--- src/rtl/mc_control_fsm.sv ---
// Multicycle MIPS main controller: instruction sequencing FSM, Moore datapath
// controls, ALU decoder and a retired-instruction counter.
module mc_control_fsm #(
  parameter int unsigned CNT_W = 32
) (
  input  logic             clk,
  input  logic             rst,
  input  logic [5:0]       opcode,
  input  logic [5:0]       funct,
  input  logic             zero,
  output logic             iord,
  output logic             mem_write,
  output logic             ir_write,
  output logic             pc_en,
  output logic             reg_write,
  output logic             reg_dst,
  output logic             mem_to_reg,
  output logic             alu_src_a,
  output logic [1:0]       alu_src_b,
  output logic [1:0]       pc_src,
  output logic [2:0]       alu_control,
  output logic             illegal_op,
  output logic [3:0]       state,
  output logic [CNT_W-1:0] retired
);

  localparam int unsigned ST_W = 4;

  localparam logic [ST_W-1:0] S_FETCH   = 4'd0;
  localparam logic [ST_W-1:0] S_DECODE  = 4'd1;
  localparam logic [ST_W-1:0] S_MEMADR  = 4'd2;
  localparam logic [ST_W-1:0] S_MEMRD   = 4'd3;
  localparam logic [ST_W-1:0] S_MEMWB   = 4'd4;
  localparam logic [ST_W-1:0] S_MEMWR   = 4'd5;
  localparam logic [ST_W-1:0] S_EXECUTE = 4'd6;
  localparam logic [ST_W-1:0] S_ALUWB   = 4'd7;
  localparam logic [ST_W-1:0] S_BRANCH  = 4'd8;
  localparam logic [ST_W-1:0] S_ADDIEX  = 4'd9;
  localparam logic [ST_W-1:0] S_ADDIWB  = 4'd10;
  localparam logic [ST_W-1:0] S_JUMP    = 4'd11;

  localparam logic [5:0] OP_RTYPE = 6'b000000;
  localparam logic [5:0] OP_LW    = 6'b100011;
  localparam logic [5:0] OP_SW    = 6'b101011;
  localparam logic [5:0] OP_BEQ   = 6'b000100;
  localparam logic [5:0] OP_ADDI  = 6'b001000;
  localparam logic [5:0] OP_J     = 6'b000010;

  logic [ST_W-1:0]  state_q, state_d;
  logic [CNT_W-1:0] retired_q, retired_d;
  logic             retire_c;
  logic             op_illegal_c;

  // State register and retired counter; reset wins over increment.
  always_ff @(posedge clk) begin
    if (!rst) begin
      state_q   <= S_FETCH;
      retired_q <= '0;
    end else begin
      state_q   <= state_d;
      retired_q <= retired_d;
    end
  end

  // Next-state logic; an instruction retires on its final edge back to FETCH.
  always_comb begin
    state_d      = S_FETCH;
    retire_c     = 1'b0;
    op_illegal_c = 1'b0;
    case (state_q)
      S_FETCH:   state_d = S_DECODE;
      S_DECODE: begin
        case (opcode)
          OP_LW, OP_SW: state_d = S_MEMADR;
          OP_RTYPE:     state_d = S_EXECUTE;
          OP_BEQ:       state_d = S_BRANCH;
          OP_ADDI:      state_d = S_ADDIEX;
          OP_J:         state_d = S_JUMP;
          default: begin
            state_d      = S_FETCH;
            op_illegal_c = 1'b1;
          end
        endcase
      end
      S_MEMADR:  state_d = (opcode == OP_SW) ? S_MEMWR : S_MEMRD;
      S_MEMRD:   state_d = S_MEMWB;
      S_EXECUTE: state_d = S_ALUWB;
      S_ADDIEX:  state_d = S_ADDIWB;
      S_MEMWB, S_MEMWR, S_ALUWB, S_BRANCH, S_ADDIWB, S_JUMP: begin
        state_d  = S_FETCH;
        retire_c = 1'b1;
      end
      default:   state_d = S_FETCH;
    endcase
    retired_d = retire_c ? retired_q + CNT_W'(1) : retired_q;
  end

  logic       pc_write_c, branch_c, ir_write_c, reg_write_c, mem_write_c;
  logic [1:0] aluop_c;

  // Moore output decode plus ALU decoder; write strobes are held off in reset.
  always_comb begin
    iord        = 1'b0;
    mem_write_c = 1'b0;
    ir_write_c  = 1'b0;
    pc_write_c  = 1'b0;
    branch_c    = 1'b0;
    reg_write_c = 1'b0;
    reg_dst     = 1'b0;
    mem_to_reg  = 1'b0;
    alu_src_a   = 1'b0;
    alu_src_b   = 2'b00;
    pc_src      = 2'b00;
    aluop_c     = 2'b00;
    illegal_op  = 1'b0;
    case (state_q)
      S_FETCH: begin
        ir_write_c = 1'b1;
        pc_write_c = 1'b1;
        alu_src_b  = 2'b01;
      end
      S_DECODE: begin
        alu_src_b  = 2'b11;
        illegal_op = op_illegal_c;
      end
      S_MEMADR, S_ADDIEX: begin
        alu_src_a = 1'b1;
        alu_src_b = 2'b10;
      end
      S_MEMRD:   iord = 1'b1;
      S_MEMWB: begin
        reg_write_c = 1'b1;
        mem_to_reg  = 1'b1;
      end
      S_MEMWR: begin
        iord        = 1'b1;
        mem_write_c = 1'b1;
      end
      S_EXECUTE: begin
        alu_src_a = 1'b1;
        aluop_c   = 2'b10;
      end
      S_ALUWB: begin
        reg_write_c = 1'b1;
        reg_dst     = 1'b1;
      end
      S_BRANCH: begin
        alu_src_a = 1'b1;
        aluop_c   = 2'b01;
        pc_src    = 2'b01;
        branch_c  = 1'b1;
      end
      S_ADDIWB:  reg_write_c = 1'b1;
      S_JUMP: begin
        pc_src     = 2'b10;
        pc_write_c = 1'b1;
      end
      default: ;
    endcase

    case (aluop_c)
      2'b01:   alu_control = 3'b110;
      2'b10: begin
        case (funct)
          6'b100010: alu_control = 3'b110;
          6'b100100: alu_control = 3'b000;
          6'b100101: alu_control = 3'b001;
          6'b101010: alu_control = 3'b111;
          default:   alu_control = 3'b010;
        endcase
      end
      default: alu_control = 3'b010;
    endcase

    ir_write  = rst & ir_write_c;
    reg_write = rst & reg_write_c;
    mem_write = rst & mem_write_c;
    pc_en     = rst & (pc_write_c | (branch_c & zero));
  end

  assign state   = state_q;
  assign retired = retired_q;

endmodule

--- config.mk ---
export PLATFORM = sky130hd
export DESIGN_NAME = mc_control_fsm
export DESIGN_NICKNAME = d
export VERILOG_FILES = /design/src/rtl/mc_control_fsm.sv
export SDC_FILE = /design/constraint.sdc
export NUM_CORES = 1
export LEC_CHECK = 0
export ABC_AREA = 0
export BUFFER_PORTS_ARGS = -buffer_cell sky130_fd_sc_hd__buf_2
export CAP_MARGIN = 5
export CORE_UTILIZATION = 32
export CTS_CLUSTER_DIAMETER = 50
export DETAILED_ROUTE_END_ITERATION = 7
export GPL_TIMING_DRIVEN = 0
export MAX_ROUTING_LAYER = met4
export PLACE_DENSITY_LB_ADDON = 0.15
export SYNTH_ARGS = -nofsm -noshare
export SYNTH_HDL_FRONTEND = slang
export SYNTH_SLANG_ARGS = --single-unit
--- constraint.sdc ---
create_clock -name clk -period 3.2 [get_ports clk]
set_input_delay 0.8 -clock clk [delete_from_list [all_inputs] [get_ports clk]]
set_output_delay 0.8 -clock clk [all_outputs]
set_load 0.005 [all_outputs]
# Yosys cells after proc, flatten, opt, wreduce, memory -nomap -nowiden
# Index checks and enable logic that the tools add are counted.
[totals]
input_bits = 15
out_inout_bits = 52
elab_cells = 61
reg_bits = 36
[classes]
eq_ne = 22
bitwise_logic = 6
addsub = 1
reduce_logical = 10
muxes = 20
[ops]
columns = ["operator", "count"]
rows = [
  ["== test 6 bit (second input constant)", 6],
  ["adder 32 x 1 -> 32 bit (second input constant)", 1],
  ["case mux 4 bit (6 select lines)", 1],
  ["case mux 4 bit (5 select lines)", 1],
  ["== test 4 x 3 -> 1 bit (second input constant)", 4],
  ["== test 4 bit (second input constant)", 4],
  ["2-to-1 mux 1 bit", 12],
  ["case mux 3 bit (4 select lines)", 1],
  ["OR reduction 6 bit", 2],
  ["== test 4 x 2 -> 1 bit (second input constant)", 2],
  ["case mux 2 bit (2 select lines)", 2],
  ["OR reduction 2 bit", 4],
  ["== test 6 x 2 -> 1 bit (second input constant)", 1],
  ["== test 6 x 3 -> 1 bit (second input constant)", 1],
  ["== test 6 x 4 -> 1 bit (second input constant)", 1],
  ["zero test 6 bit", 1],
  ["case mux 2 bit (3 select lines)", 1],
  ["case mux 3 bit (2 select lines)", 1],
  ["AND 1 bit", 5],
  ["== test 4 x 1 -> 1 bit (second input constant)", 1],
  ["zero test 4 bit", 1],
  ["OR reduction 4 bit", 1],
  ["2-to-1 mux 3 bit", 1],
  ["OR reduction 3 bit", 1],
  ["other kinds (3)", 3],
]

# Logic depth before layout (Yosys ltp)
# Gate-level depths: netlist of the first run.
[depth]
word_depth = 5
ltp_mapped = 7

# Worst setup path after synthesis of the first run
# OpenSTA, ideal clock, no wires.
[synth_path]
path_kind = "input-to-output"
from = "input opcode[3]"
to = "output illegal_op"
arrival_ns = 1.572
path_slack_ns = 0.828
required_ns = 2.400
cell_stages = 5
path_cell_list = "clkbuf_1 > xor2_1 > o21ai_0 > nor4_1 > nor3_1"
[synth_between]
elab_chain_len = 4
[synth_lines]
columns = ["item", "line_no", "rtl"]
rows = [
  ["from (decl)", "8", "input logic [5:0] opcode,"],
  ["== test 6 bit, or another cell as far along", "73", "case (opcode)"],
  ["OR reduction 6 bit (no line) (*)", "--", ""],
  ["2-to-1 mux 1 bit (*)", "73", ""],
  ["2-to-1 mux 1 bit (*)", "116", "case (state_q)"],
  ["to (decl)", "22", "output logic illegal_op,"],
]
# Every way passes the cells marked *; elsewhere a longest branch is shown, timed or not.

# Worst setup path after layout of the first run
[layout_path]
from = "register state_q[1] (netlist: state[1])"
to = "output alu_control[2]"
[layout_between]
elab_chain_len = 4
[layout_lines]
columns = ["item", "line_no", "rtl"]
rows = [
  ["from (decl)", "49", "logic [ST_W-1:0] state_q, state_d;"],
  ["from (signal assigned)", "60", "state_q <= state_d;"],
  ["== test 4 bit / == test 4 x 3 -> 1 bit (equally long branches)", "116", ""],
  ["case mux 2 bit (2 select lines) (*)", "116", ""],
  ["== test 2 bit / == test 2 x 1 -> 1 bit (equally long branches)", "161", "case (aluop_c)"],
  ["case mux 3 bit (2 select lines) (*)", "161", ""],
  ["to (decl)", "21", "output logic [2:0] alu_control,"],
]
# Marks and branches as above.

==> flow_summary.toml, run 1 <==
[power]
power_density_mw_per_mm2 = 325
ir_drop_mv = 0.171
p_leak_uw = 0.00107

[clocking]
cts.path.max_buffers = 2
tritoncts = "built"
htreeDepth = 2
clk_pin_slew_ns = 0.07
cts_buffers = 5
cts_sinks = 36
post_cts_buffers = 0
clock_latency_ns = 0.28
cts-root-buf = "clkbuf_8"
postCtsHoldBufs = 0
cts_resized = 0

[hold_path]
worstHoldEndpoint = "retired[31]$_SDFFE_PN0P_"
hold_start = "retired[31]$_SDFFE_PN0P_"
worst_hold_path_type = "reg2reg"
min_path_cells = 2

[global_route]
grt_use_total_pct = 16.1
overflow = 0
grt_pass1_wl_um = 9020
grt_start_max_net_pins = 11
grt_pass1_vias = 1990
antenna_found_initial = 0

[sta]
finalHoldViolations = 0
setup_viol = 0
finalSetupTns_ns = 0
drv_slew = 0
setup_slack_ns = 0.356
rsz0062_at_grt = "false"
max_slew_margin_pct = 69.3
skew_ns = 0.00454
fmax_mhz = 352
whs_ns = 0.486
post-route-min-period_ns = 2.84
post-route-period-util_pct = 88.9
tightest_slew_ns = 0.461

[synth]
synth.cell_area_mm2 = 0.00209
synth_nets = 285
synth-seq-cells = 36
yosys_warnings = 0
synth-async-reset-ratio_pct = 0
avgSynthCellArea_um2 = 7.87
synthFlopType = "dfxtp_1"
synth_cells = 266
ys_types = 45
seq_area_frac_synth_pct = 34.4
synth-edff-count = 0

[critical_path]
rr_worst_depth = 7
crit_path_end_kind = "primary output"
reg2reg_to = "retired[29]$_SDFFE_PN0P_"
critPathKind = "reg2out"
r2r-start = "state[2]$_SDFF_PN0_"
cp_max_fo = 10
regToRegSetupSlack_ns = 0.92
cp.arrival_ns = 2.04
start_kind = "register"
cp.required_ns = 2.40

[layout]
syn_to_final_growth_pct = 24.4
diodes = 0
final_area_mm2 = 0.00261
final_nets = 357
fillCellCount = 664
layout-drive-gt1-share_pct = 25.4
multi_input_area_mm2 = 0.00129
seq_area_um2 = 721

[routing]
ant_nets = 0
num_vias = 2079
drtIter0Drc = 130
firstDrtPassIters = 4
drc = 0
via_per_inst = 5.00
routed_wl_um = 5140
wl_per_cell_um = 12.3

[floorplanning]
num_rows = 29
io-pin-count = 67
die_w_um = 82.9
die_h_um = 82.9
dieArea_mm2 = 0.00687
start_util_pct = 33.0
core_area_mm2 = 0.00635

[placement]
place_ws_ns = 0.536
place_area_mm2 = 0.00251
hpwlAfterDp_um = 3880
io_buffers = 65
gp_congestion = 0.805

[flow_run]
drv_cap = 0

[outcome]
outcome = "finished, final reports clean"
## synthesized netlist by cell type (2+ instances only)
cell type | count | area share (%)
inv_1 | 6 | 1.1
nand4_1 | 2 | 0.60
nor3_1 | 17 | 4.1
nor2_1 | 35 | 6.3
and3_1 | 4 | 1.2
or4_1 | 5 | 1.8
nand3_1 | 11 | 2.6
nor4_1 | 6 | 1.8
ha_1 | 4 | 2.4
dfxtp_1 | 36 | 34
xnor2_1 | 17 | 7.1
nand4_4 | 2 | 2.0
and2b_2 | 2 | 0.84
nand3b_1 | 2 | 0.72
nor2b_1 | 3 | 0.90
o31ai_1 | 4 | 1.4
and4_1 | 2 | 0.84
or3_1 | 7 | 2.1
xor2_1 | 5 | 2.1
clkbuf_1 | 9 | 1.6
and3_2 | 3 | 1.1
nand2b_1 | 4 | 1.2
or3_2 | 2 | 0.72
o21ai_0 | 13 | 3.1
a22oi_1 | 3 | 1.1
nor3b_1 | 3 | 1.1
nand2_1 | 20 | 3.6
o21a_1 | 4 | 1.4
buf_2 | 2 | 0.48
a21oi_1 | 18 | 4.3
## layer usage
layer / routed length, µm / vias up / global-route usage, % / share of wire [%]
li1: - / 1086 / - / -
met1: 2510 / 928 / 20.3 / 49
met2: 2330 / 59 / 26.7 / 45
met3: 232 / 6 / 2.49 / 4.5
met4: 64 / 0 / 4.70 / 1.2
met5: 0 / - / - / 0
## registers in the layout (all words and copies together), names as in the netlist
signal,flops
retired,32
state,4
## cell families (layout without fill, tap and decap cells)
logic type	count (synthesis)	after routing	synth area share [%]
and+or+nand+nor	138	138	36.8
AOI/OAI and AO/OA	46	46	13.0
DFF	36	36	34.4
xor gates and xnor gates	22	22	9.20
buffers and inverters	19	92	3.77
muxes	1	1	0.478
adders and majority gates	4	4	2.39
## per-stage QoR
step / total power [µW] / utilization (%) / std cells
after floorplan: 499 / - / 266
after global placement: 528 / 39.6 / 408
after detailed placement: 527 / 39.6 / 408
after CTS: 861 / 41.0 / 416
after global routing: 886 / 41.0 / 416
final: 846 / 41.0 / 416
## power by group
part           internal, µW  total (µW)  switching [µW]
clock network           176         329             154
logic                  26.6        65.1            38.5
registers               450         452            1.99
## layout make-up
type,count,area share (%)
buffer,13,2.16
tap,77,3.70
clock buffer,8,3.46
multi-input combinational,211,49.7
timing repair buffer,65,12.5
inverter,6,0.865
sequential,36,27.7
## critical path, stage by stage, from the launching register on
cell and delay, ns:
dfxtp_1 0.43, buf_1 0.37, nor2_1 0.13, nand2_1 0.14
ha_1 0.19, and3b_1 0.18, a21oi_1 0.07, nor2b_1 0.14
buf_2 0.13
## worst max-delay path by stage
stage / startpoint / depth (start not counted) / slack (ns) / end
after floorplan: opcode[3] / 5 / 0.83 / illegal_op
after global placement: opcode[3] / 6 / 0.49 / illegal_op
after detailed placement: opcode[3] / 6 / 0.54 / illegal_op
after CTS: state[1]$_SDFF_PN0_ / 8 / 0.34 / alu_control[2]
after global routing: state[2]$_SDFF_PN0_ / 8 / 0.15 / alu_control[2]
final: state[1]$_SDFF_PN0_ / 8 / 0.36 / alu_control[2]
## cell usage in the layout, fill, tap and decap left out, drive strengths merged, types with 5 or more instances in the layout
cell / n
and3: 7
buf: 68
inv: 6
or4: 5
nand2: 20
dfxtp: 36
nor3: 17
nor4: 6
clkbuf: 17
o21ai: 13
xnor2: 17
nor2: 35
nand3: 11
a21oi: 18
or3: 9
xor2: 5
No activity file was read; power rests on OpenSTA's default activity.
==> run 2: changes to the inputs <==
- CORE_ASPECT_RATIO: unset -> 0.7
- clock period: 3.2 -> 2.9 ns (I/O delays scaled with it)
==> flow_summary.toml, run 2 (synthesized netlist as in run 1, its figures left out) <==
[power]
p_int_uw = 680
pwr-share-seq_pct = 55.8
power_uw = 894
ir_drop_mv = 0.142
power_frac_comb_pct = 8.2
netSwitchingFraction_pct = 23.9
p_leak_uw = 0.00107
switching_power_uw = 214
power_density_mw_per_mm2 = 346
power_frac_clock_pct = 36.0

[sta]
rsz0062_at_grt = "false"
post-route-min-period_ns = 2.70
tightest_slew_ns = 0.563
max_slew_margin_pct = 62.1
post-route-period-util_pct = 93.1
skew_ns = 0.00803
whs_ns = 0.496
setup_slack_ns = 0.201
setup_viol = 0
fmax_mhz = 370
drv_slew = 0
finalHoldViolations = 0
finalSetupTns_ns = 0

[clocking]
cts.path.max_buffers = 2
cts_sinks = 36
cts_buffers = 5
clock_latency_ns = 0.29
tritoncts = "built"
cts-root-buf = "clkbuf_8"
clk_pin_slew_ns = 0.06
htreeDepth = 2

[global_route]
antenna_found_initial = 0
grt_use_total_pct = 16.4
grt_pass1_wl_um = 8730
grt_start_max_net_pins = 11
grt_pass1_vias = 1761
overflow = 0

[routing]
routed_wl_um = 5370
ant_nets = 0
via_per_inst = 5.00
route.met3.wl_um = 245
wl_met1_um = 2950
route.met2.wl_um = 2150
wl_per_cell_um = 13.0
drc = 0
drtIter0Drc = 107
topRoutingLayerUsed = "met4"
firstDrtPassIters = 4
num_vias = 2068

[layout]
syn_to_final_growth_pct = 23.6
final_cell_mix = "buf_2, dfxtp_1, nor2_1, nand2_1, a21oi_1"
largest_register_ffs = 32
final_nets = 357
layout-drive-gt1-share_pct = 25.6
utilization_pct = 41.2
diodes = 0
final_common_cell = "buf_2"

[critical_path]
cp.required_ns = 2.17
reg2reg_to = "retired[4]$_SDFFE_PN0P_"
start_kind = "register"
regToRegSetupSlack_ns = 0.57
critPathKind = "reg2out"
cp.arrival_ns = 1.97
rr_worst_depth = 7
cp_max_fo = 8
r2r-start = "state[2]$_SDFF_PN0_"
crit_path_end_kind = "primary output"

[floorplanning]
start_util_pct = 33.4
num_rows = 24
io-pin-count = 67
core_area_mm2 = 0.00628
die_w_um = 98.7
dieArea_mm2 = 0.00687
die_h_um = 69.7

[hold_path]
hold_start = "retired[20]$_SDFFE_PN0P_"
min_path_cells = 2
worst_hold_path_type = "reg2reg"
worstHoldEndpoint = "retired[20]$_SDFFE_PN0P_"

[placement]
place_ws_ns = 0.308
io_buffers = 65
hpwlAfterDp_um = 4090
gp_congestion = 0.874

[flow_run]
drv_cap = 0

[outcome]
outcome = "finished, final reports clean"
## run 2: cell types whose count changed in the layout (fill, tap and decap cells not counted), sizes merged
cell,change
buf,-1
clkbuf,-2
## run 2: metrics by stage
step | std cells | instance area [µm²]
floorplan | 266 | 2090
global placement | 409 | 2520
detailed placement | 409 | 2520
CTS | 414 | 2580
global route | 414 | 2590
finish | 414 | 2590
## run 2: power by group through the flow
stage | clock network [µW] | registers [µW] | logic, µW
2_1_floorplan | 0 | 509 | 41.3
3_3_place_gp | 0 | 510 | 72.8
3_5_place_dp | 0 | 510 | 73.5
4_1_cts | 332 | 498 | 73.8
5_1_grt | 355 | 498 | 83.1
6_report | 322 | 498 | 73.5
## run 2: routing by layer
metal / global-route usage (%) / vias to the layer above
li1: - / 1088
met1: 25.0 / 931
met2: 21.5 / 44
met3: 3.53 / 5
met4: 3.48 / 0
met5: - / -
## run 2: final cells by class
cell class              instances  area, µm²
plain buffers                  13       57.6
clock buffers                   5       68.8
fillers                       684       3690
inverters                       6       22.5
multi-input cells             211       1290
flip-flops and latches         36        721
well taps                      78       97.6
repair buffers                 65        325
## run 2: critical path, cell delays in order (launching register included)
cell and delay [ns]:
dfxtp_1 0.48, nand2b_1 0.17, or2_2 0.36, inv_1 0.07
ha_1 0.15, and3b_1 0.18, a21oi_1 0.07, nor2b_1 0.11
buf_2 0.11
## run 2: worst max-delay path by stage
stage / cells past startpoint / slack [ns] / from / endpoint
after floorplan: 5 / 0.68 / opcode[3] / illegal_op
after global routing: 8 / 0.06 / state[2]$_SDFF_PN0_ / alu_control[2]
after global placement: 6 / 0.28 / opcode[3] / illegal_op
after detailed placement: 6 / 0.31 / opcode[3] / illegal_op
after CTS: 8 / 0.19 / state[1]$_SDFF_PN0_ / alu_control[2]
final: 8 / 0.20 / state[2]$_SDFF_PN0_ / alu_control[2]
## run 2: what timing repair did
item	in CTS	in global routing
gates resized for setup	0	1
hold endpoints to repair	0	0
endpoints found under the setup margin	0	2
setup buffers	0	0
hold buffers	0	0
==> run 3: changes to the inputs <==
- CELL_PAD_IN_SITES_DETAIL_PLACEMENT: unset -> 1
- CELL_PAD_IN_SITES_GLOBAL_PLACEMENT: unset -> 1
==> flow_summary.toml, run 3 (synthesized netlist as in run 1, its figures left out) <==
[sta]
post-route-period-util_pct = 93.5
post-route-min-period_ns = 2.71
fmax_mhz = 369
whs_ns = 0.497
rsz0062_at_grt = "false"
finalSetupTns_ns = 0
tightest_slew_ns = 0.556
max_slew_margin_pct = 62.6
drv_slew = 0
setup_viol = 0
finalHoldViolations = 0
skew_ns = 0.00870

[clocking]
clk_pin_slew_ns = 0.07
clock_latency_ns = 0.28
htreeDepth = 2
cts_sinks = 36
cts-root-buf = "clkbuf_8"
tritoncts = "built"
post_cts_buffers = 0
cts.path.max_buffers = 2
cts_buffers = 5
postCtsHoldBufs = 0

[floorplanning]
core_area_mm2 = 0.00628
die_h_um = 69.7
dieArea_mm2 = 0.00687
start_util_pct = 33.4
num_rows = 24
die_w_um = 98.7
io-pin-count = 67

[routing]
drc = 0
wl_per_cell_um = 14.2
num_vias = 2152
drtIter0Drc = 62
routed_wl_um = 5900
firstDrtPassIters = 4
ant_nets = 0
via_per_inst = 5.16

[layout]
final_nets = 357
diodes = 0
largest_register_ffs = 32
fillCellCount = 793
final_cell_mix = "buf_2, dfxtp_1, nor2_1, nand2_1, a21oi_1"
layout-drive-gt1-share_pct = 26.0
utilization_pct = 41.6
syn_to_final_growth_pct = 24.6
final_common_cell = "buf_2"

[global_route]
grt_use_total_pct = 18.4
grt_pass1_wl_um = 9780
grt_pass1_vias = 2010
overflow = 0
grt_start_max_net_pins = 11
antenna_found_initial = 0

[critical_path]
cp.arrival_ns = 1.99
regToRegSetupSlack_ns = 0.62
critPathKind = "reg2out"
cp_max_fo = 8
start_kind = "register"
crit_path_end_kind = "primary output"
max_stage_delay_ns = 0.48
path_cells = "nand2b_1 -> or2_2 -> inv_1 -> ha_1 -> and3b_1 -> a21oi_1 -> nor2b_1 -> buf_2"
cp.required_ns = 2.17
slowest_stage = "dfxtp_1"

[flow_run]
drv_cap = 0

[placement]
hpwlAfterDp_um = 4640
gp_congestion = 0.784
io_buffers = 65

[outcome]
outcome = "finished, final reports clean"

[power]
power_uw = 939
ir_drop_mv = 0.160
p_leak_uw = 0.00108
power_density_mw_per_mm2 = 360

[hold_path]
worst_hold_path_type = "reg2reg"
==> run 3: cell types whose count changed in the layout (fill, tap and decap cells not counted), sizes merged <==
cell | previous run | this run
clkbuf | 15 | 18
==> run 3: report_power, final <==
group          leakage [µW]  switching (µW)  total [µW]  internal, µW
sequential         0.000290            2.31         498           496
clock             0.0000455             172         366           194
combinational      0.000744            45.1        74.8          29.7
==> run 3: cell type report <==
| cell class | instances | area, µm² | share of cell area (%) |
|---|---|---|---|
| Multi-Input combinational cell | 211 | 1290 | 49.6 |
| Timing Repair Buffer | 65 | 325 | 12.5 |
| Tap cell | 78 | 97.6 | 3.74 |
| Sequential cell | 36 | 721 | 27.6 |
| Buffer | 13 | 58.8 | 2.25 |
| Inverter | 6 | 22.5 | 0.863 |
| Clock buffer | 8 | 90.1 | 3.45 |
==> run 3: per-layer routing <==
| layer | routed length, µm | vias up | GRT usage (%) | share of wire (%) |
|---|---|---|---|---|
| met1 | 3220 | 1031 | 26.6 | 54 |
| li1 | - | 1087 | - | - |
| met3 | 177 | 2 | 3.63 | 3.0 |
| met5 | 0 | - | - | 0 |
| met4 | 19 | 0 | 3.48 | 0.32 |
| met2 | 2490 | 32 | 26.6 | 42 |
==> run 3: final timing paths <==
path,from,end,depth (start not counted)
hold / removal,retired[31]$_SDFFE_PN0P_,retired[31]$_SDFFE_PN0P_,2
setup reg to reg,state[2]$_SDFF_PN0_,retired[16]$_SDFFE_PN0P_,7
setup / recovery,state[2]$_SDFF_PN0_,alu_control[2],8
hold reg to reg,retired[31]$_SDFFE_PN0P_,retired[31]$_SDFFE_PN0P_,2
==> run 3: per-stage QoR <==
step                      std cells  setup WS [ns]  instance area (µm²)
after floorplan                 266          0.678                 2090
after detailed placement        409          0.278                 2520
after global routing            417         0.0162                 2610
after global placement          409          0.252                 2520
final                           417          0.190                 2610
after CTS                       417          0.108                 2610
==> run 3: timing repair <==
| action | CTS | global route |
|---|---|---|
| setup endpoints to repair | 0 | 2 |
| endpoints found under the hold margin | 0 | 0 |
| gates resized for setup | 0 | 3 |
==> run 3: worst max-delay path, delay by kind of cell (launching register included) <==
family	cells	cell delay (ns)
adders and majority gates	1	0.15
and+or+nand+nor	4	0.83
AOI/OAI and AO/OA	1	0.07
buffers and inverters	2	0.17
DFF	1	0.48
